`config.mk`:
```
export PLATFORM = sky130hd
export DESIGN_NAME = multicycle_ctrl
export DESIGN_NICKNAME = d
export VERILOG_FILES = /design/src/rtl/multicycle_ctrl.sv
export SDC_FILE = /design/constraint.sdc
export NUM_CORES = 1
export LEC_CHECK = 0
export CAP_MARGIN = 20
export CORE_MARGIN = 4
export CORE_UTILIZATION = 24
export CTS_BUF_LIST = sky130_fd_sc_hd__clkbuf_8
export CTS_CLUSTER_SIZE = 16
export DETAILED_ROUTE_END_ITERATION = 7
export SYNTH_ARGS = -nofsm -noshare
export SYNTH_HDL_FRONTEND = slang
export SYNTH_SLANG_ARGS = --single-unit
```
`constraint.sdc`:
```
create_clock -name clk_i -period 2 [get_ports clk_i]
set_clock_uncertainty 0.05 [all_clocks]
set_input_delay 0.4 -clock clk_i [delete_from_list [all_inputs] [get_ports clk_i]]
set_output_delay 0.4 -clock clk_i [all_outputs]
set_load 0.1 [all_outputs]
```
`src/rtl/multicycle_ctrl.sv`:
```
// multicycle_ctrl: control FSM for the shared-resource multicycle MIPS datapath.
// A Moore machine sequences one ALU and one unified memory port across the
// instruction phases. Outputs are decoded from the state. The exceptions are
// pc_write/ir_write, which follow mem_ready_i and zero_i, and the DECODE
// illegal/done pulse, which follows op_i.
module multicycle_ctrl (
    input  logic       clk_i,
    input  logic       rst_i,
    input  logic [5:0] op_i,
    input  logic       zero_i,
    input  logic       mem_ready_i,
    output logic       pc_write_o,
    output logic       i_or_d_o,
    output logic       mem_read_o,
    output logic       mem_write_o,
    output logic       ir_write_o,
    output logic       mem_to_reg_o,
    output logic       reg_dst_o,
    output logic       reg_write_o,
    output logic       alu_src_a_o,
    output logic [1:0] alu_src_b_o,
    output logic [1:0] alu_op_o,
    output logic [1:0] pc_source_o,
    output logic [3:0] state_o,
    output logic       instr_done_o,
    output logic       illegal_o
);

    typedef enum logic [3:0] {
        S_FETCH     = 4'd0,
        S_DECODE    = 4'd1,
        S_MEM_ADDR  = 4'd2,
        S_MEM_READ  = 4'd3,
        S_MEM_WB    = 4'd4,
        S_MEM_WRITE = 4'd5,
        S_R_EXEC    = 4'd6,
        S_R_WB      = 4'd7,
        S_BRANCH    = 4'd8,
        S_JUMP      = 4'd9,
        S_I_EXEC    = 4'd10,
        S_I_WB      = 4'd11
    } state_t;

    localparam logic [5:0] OP_RTYPE = 6'b000000;
    localparam logic [5:0] OP_LW    = 6'b100011;
    localparam logic [5:0] OP_SW    = 6'b101011;
    localparam logic [5:0] OP_BEQ   = 6'b000100;
    localparam logic [5:0] OP_BNE   = 6'b000101;
    localparam logic [5:0] OP_ADDI  = 6'b001000;
    localparam logic [5:0] OP_SLTI  = 6'b001010;
    localparam logic [5:0] OP_J     = 6'b000010;

    state_t r_state;
    state_t w_next_state;

    assign state_o = r_state;

    // State register; reset aborts any instruction in flight and restarts at FETCH.
    always_ff @(posedge clk_i or posedge rst_i) begin
        // NOTE: state registers use non-blocking assignment so every flop samples pre-edge values.
        if (rst_i) r_state <= S_FETCH;
        else       r_state <= w_next_state;
    end

    // Next-state logic: phase sequencing by opcode and memory handshake.
    always_comb begin
        // NOTE: default assignment first so no path through the case infers a latch.
        w_next_state = r_state;
        unique case (r_state)
            S_FETCH:     if (mem_ready_i) w_next_state = S_DECODE;
            S_DECODE: begin
                case (op_i)
                    OP_LW, OP_SW:     w_next_state = S_MEM_ADDR;
                    OP_RTYPE:         w_next_state = S_R_EXEC;
                    OP_BEQ, OP_BNE:   w_next_state = S_BRANCH;
                    OP_J:             w_next_state = S_JUMP;
                    OP_ADDI, OP_SLTI: w_next_state = S_I_EXEC;
                    default:          w_next_state = S_FETCH;
                endcase
            end
            S_MEM_ADDR:  w_next_state = (op_i == OP_SW) ? S_MEM_WRITE : S_MEM_READ;
            S_MEM_READ:  if (mem_ready_i) w_next_state = S_MEM_WB;
            S_MEM_WB:    w_next_state = S_FETCH;
            S_MEM_WRITE: if (mem_ready_i) w_next_state = S_FETCH;
            S_R_EXEC:    w_next_state = S_R_WB;
            S_R_WB:      w_next_state = S_FETCH;
            S_I_EXEC:    w_next_state = S_I_WB;
            S_I_WB:      w_next_state = S_FETCH;
            S_BRANCH:    w_next_state = S_FETCH;
            S_JUMP:      w_next_state = S_FETCH;
            default:     w_next_state = S_FETCH;
        endcase
    end

    // Output decode per state; strobes are gated off while reset is held.
    always_comb begin
        pc_write_o   = 1'b0;
        i_or_d_o     = 1'b0;
        mem_read_o   = 1'b0;
        mem_write_o  = 1'b0;
        ir_write_o   = 1'b0;
        mem_to_reg_o = 1'b0;
        reg_dst_o    = 1'b0;
        reg_write_o  = 1'b0;
        alu_src_a_o  = 1'b0;
        alu_src_b_o  = 2'b00;
        alu_op_o     = 2'b00;
        pc_source_o  = 2'b00;
        instr_done_o = 1'b0;
        illegal_o    = 1'b0;
        unique case (r_state)
            S_FETCH: begin
                mem_read_o  = 1'b1;
                alu_src_b_o = 2'b01;
                ir_write_o  = mem_ready_i;
                pc_write_o  = mem_ready_i;
            end
            S_DECODE: begin
                alu_src_b_o = 2'b11;
                case (op_i)
                    OP_RTYPE, OP_LW, OP_SW, OP_BEQ, OP_BNE,
                    OP_ADDI, OP_SLTI, OP_J: illegal_o = 1'b0;
                    default:                illegal_o = 1'b1;
                endcase
                instr_done_o = illegal_o;
            end
            S_MEM_ADDR: begin
                alu_src_a_o = 1'b1;
                alu_src_b_o = 2'b10;
            end
            S_MEM_READ: begin
                mem_read_o = 1'b1;
                i_or_d_o   = 1'b1;
            end
            S_MEM_WB: begin
                reg_write_o  = 1'b1;
                mem_to_reg_o = 1'b1;
                instr_done_o = 1'b1;
            end
            S_MEM_WRITE: begin
                mem_write_o  = 1'b1;
                i_or_d_o     = 1'b1;
                instr_done_o = mem_ready_i;
            end
            S_R_EXEC: begin
                alu_src_a_o = 1'b1;
                alu_op_o    = 2'b10;
            end
            S_R_WB: begin
                reg_write_o  = 1'b1;
                reg_dst_o    = 1'b1;
                instr_done_o = 1'b1;
            end
            S_I_EXEC: begin
                alu_src_a_o = 1'b1;
                alu_src_b_o = 2'b10;
                alu_op_o    = 2'b11;
            end
            S_I_WB: begin
                reg_write_o  = 1'b1;
                instr_done_o = 1'b1;
            end
            S_BRANCH: begin
                alu_src_a_o  = 1'b1;
                alu_op_o     = 2'b01;
                pc_source_o  = 2'b01;
                instr_done_o = 1'b1;
                if (op_i == OP_BEQ)      pc_write_o = zero_i;
                else if (op_i == OP_BNE) pc_write_o = ~zero_i;
            end
            S_JUMP: begin
                pc_source_o  = 2'b10;
                pc_write_o   = 1'b1;
                instr_done_o = 1'b1;
            end
            default: begin
                alu_src_b_o = 2'b01;
            end
        endcase
        if (rst_i) begin
            pc_write_o   = 1'b0;
            mem_read_o   = 1'b0;
            mem_write_o  = 1'b0;
            ir_write_o   = 1'b0;
            reg_write_o  = 1'b0;
            instr_done_o = 1'b0;
            illegal_o    = 1'b0;
        end
    end

endmodule
```
==> results.sh <==
export IMPL_synthTopCellsByArea="dfrtp_1 (16%), nor2_1 (9.0%), nand2b_1 (8.0%), a21oi_1 (6.4%), nor3_1 (5.6%)"
export IMPL_cp_max_fo=3
export IMPL_drtIter0Drc=9
export IMPL_diodes=0
export IMPL_clock_sinks=4
export IMPL_drt_pass1_iterations=4
export IMPL_critical_path_class="reg -> out"
export IMPL_port_buffers=30
export IMPL_io_pins=31
export IMPL_min_period_ns=2.225
export IMPL_wl_met3_um=123
export IMPL_numCtsBuffers=3
export IMPL_rows=18
export IMPL_avgSynthCellArea_sq_um=7.043
export IMPL_yosysSeqAreaShare=0.1597
export IMPL_crit_start="state_o[3]"
export IMPL_track_usage=0.1547
export IMPL_yosysMostFrequentCell="nor2_1"
export IMPL_drive_gt1_frac=0.6733
export IMPL_fin_area_sq_mm=0.001759
export IMPL_insertion_delay_ns=0.21
export IMPL_rr_endpoint="state_o[0]"
export IMPL_grt_pass1_vias=931
export IMPL_min_period_over_period=1.113
export IMPL_clkTransAtPathRegs_ns=0.03
export IMPL_hpwl_um=1943
export IMPL_grt_pass1_wl_um=4174
export IMPL_synth_warnings=0
export IMPL_drt_wirelength_per_cell_um=14.01
export IMPL_highest_layer="met4"
export IMPL_place_gp_congestion=0.8247
export IMPL_coreArea_sq_mm=0.002477
export IMPL_grt_ovfl_total=0
export IMPL_fmax_mhz=449.4
export IMPL_cts_tree="yes"
export IMPL_synthArstFlopShare=1.000
export IMPL_tightestPinTransition_ns=0.4119
export IMPL_r2r_start="state_o[3]"
export IMPL_synthToLayoutAreaGrowth_pct=180.6
export IMPL_synth_top_cell_area_share=0.1597
export IMPL_cp_start_kind="flop"
export IMPL_crit_path_end_kind="output pin"
export IMPL_r2r_setup_slack_ns=0.14
export IMPL_multiInputGateArea_sq_um=724.4
export IMPL_violations="negative setup slack"
export IMPL_maxCapViolCount=0
export IMPL_cp_required_ns=1.55
export IMPL_drt_met1_wl_um=946
export IMPL_synth_commonest_cells="nor2_1 (15), a21oi_1 (8), nand2b_1 (8)"
export IMPL_rsz0062_at_grt="true"
export IMPL_drc_errors=0
export IMPL_syn_instance_count=89
export IMPL_grt_max_degree=19
export IMPL_hold_class="in -> async"
export IMPL_synth_seq_cells=4
export IMPL_final_seq_area_sq_um=115.1
export IMPL_die_h_um=59.11
export IMPL_status="finished with violations"
export IMPL_synth_distinct_cells=37
export IMPL_max_slew_margin_rel=0.7249
export IMPL_num_vias=904
export IMPL_pre_cts_ws_ns=-0.3277
export IMPL_grt_antenna_before_repair=0
export IMPL_place_area_sq_mm=0.001548
export IMPL_ctsHoldBuffers=0
export IMPL_setup_ws_ns=-0.2253
export IMPL_drtAntennaViolNets=0
export IMPL_finalSetupViolCount=13
export IMPL_drt_wl_total_um=2521
export IMPL_synth_area_leader_cell="dfrtp_1"
export IMPL_cp_data_arrival_time_ns=1.78
export IMPL_syn_nets=99
export IMPL_syn_area_sq_um=626.9
export IMPL_synth_edf_count=0
export IMPL_via_per_inst=5.022
export IMPL_largest_reg_flops=4
export IMPL_final_hold_viol_count=0
export IMPL_fillCellCount=187
export IMPL_die_w_um=59.11
export IMPL_synth_flop_cell="dfrtp_1"
export IMPL_dieArea_sq_mm=0.003493
export IMPL_routed_wl_met2_um=1431
export IMPL_post_route_util=0.7101
export IMPL_nets=162
export IMPL_reg2regPathDepth=8
export IMPL_ctsHtreeMaxLevel=1
export IMPL_cts_buffer_depth=2
export IMPL_slew_viol_final=0
export IMPL_cts_root_buffer="clkbuf_8"
export IMPL_start_util=0.2530
critical path, cell delays in order, from the launching register on:
cell	delay, ns
dfrtp_4	0.48
buf_6	0.13
nor3b_4	0.20
a21oi_2	0.05
or3_4	0.34
a21oi_4	0.18
buf_12	0.19
metal layers:
layer,GRT usage,vias to the layer above
met5,0,-
met1,0.1726,427
met3,0.03268,2
li1,-,448
met4,0.03883,0
met2,0.2934,27
cells by family (layout without fill, tap and decap cells):
family,after synthesis,in the layout,share of synthesized area
flip-flops,4,4,0.1597
buffers and inverters,10,71,0.08981
multiplexers,2,2,0.03593
XOR/XNOR,1,1,0.01397
AND/OR/NAND/NOR,48,48,0.4391
AO/OA/AOI/OAI,24,24,0.2615
worst max-delay path by stage:
stage	slack (ns)	to	cells past startpoint
after global placement	-0.35	instr_done_o	6
after floorplan	-1.23	instr_done_o	4
after detailed placement	-0.33	instr_done_o	6
after CTS	-0.23	instr_done_o	4
after global routing	-0.29	pc_write_o	6
final	-0.23	pc_write_o	6
placed cells by master, fill, tap and decap left out, drive strengths merged, types with 3 or more instances in the layout:
cell,count
o21ai,3
nand2,3
dlygate4sd2,3
nor2b,3
dfrtp,4
nor2,15
nor3,7
dlymetal6s2s,4
nand2b,8
buf,57
clkbuf,3
nand3,3
a21oi,8
cell type report:
type | instances | area share
repair buffers | 66 | 0.4737
clock buffers | 3 | 0.02347
flip-flops and latches | 4 | 0.06543
multi-input cells | 75 | 0.4118
well taps | 30 | 0.02134
inverters | 2 | 0.004267
per-stage QoR:
step | hold slack (ns) | instances | setup TNS [ns]
after global routing | 0.4844 | 180 | -2.280
after detailed placement | 0.6635 | 169 | -1.408
after floorplan | 0.1322 | 89 | -7.357
after global placement | 0.6682 | 169 | -1.387
final | 0.4637 | 180 | -1.648
after CTS | 0.4556 | 177 | -1.014
what timing repair did:
action                                  in CTS  in global routing
hold endpoints to repair                     0                  0
gates resized for setup                     18                 15
buffers inserted                             5                  3
pin swaps                                    5                 10
endpoints found under the setup margin      10                 14
Power is not shown: default switching activity piles up to over one toggle a cycle in this logic, so the estimate is an artifact.
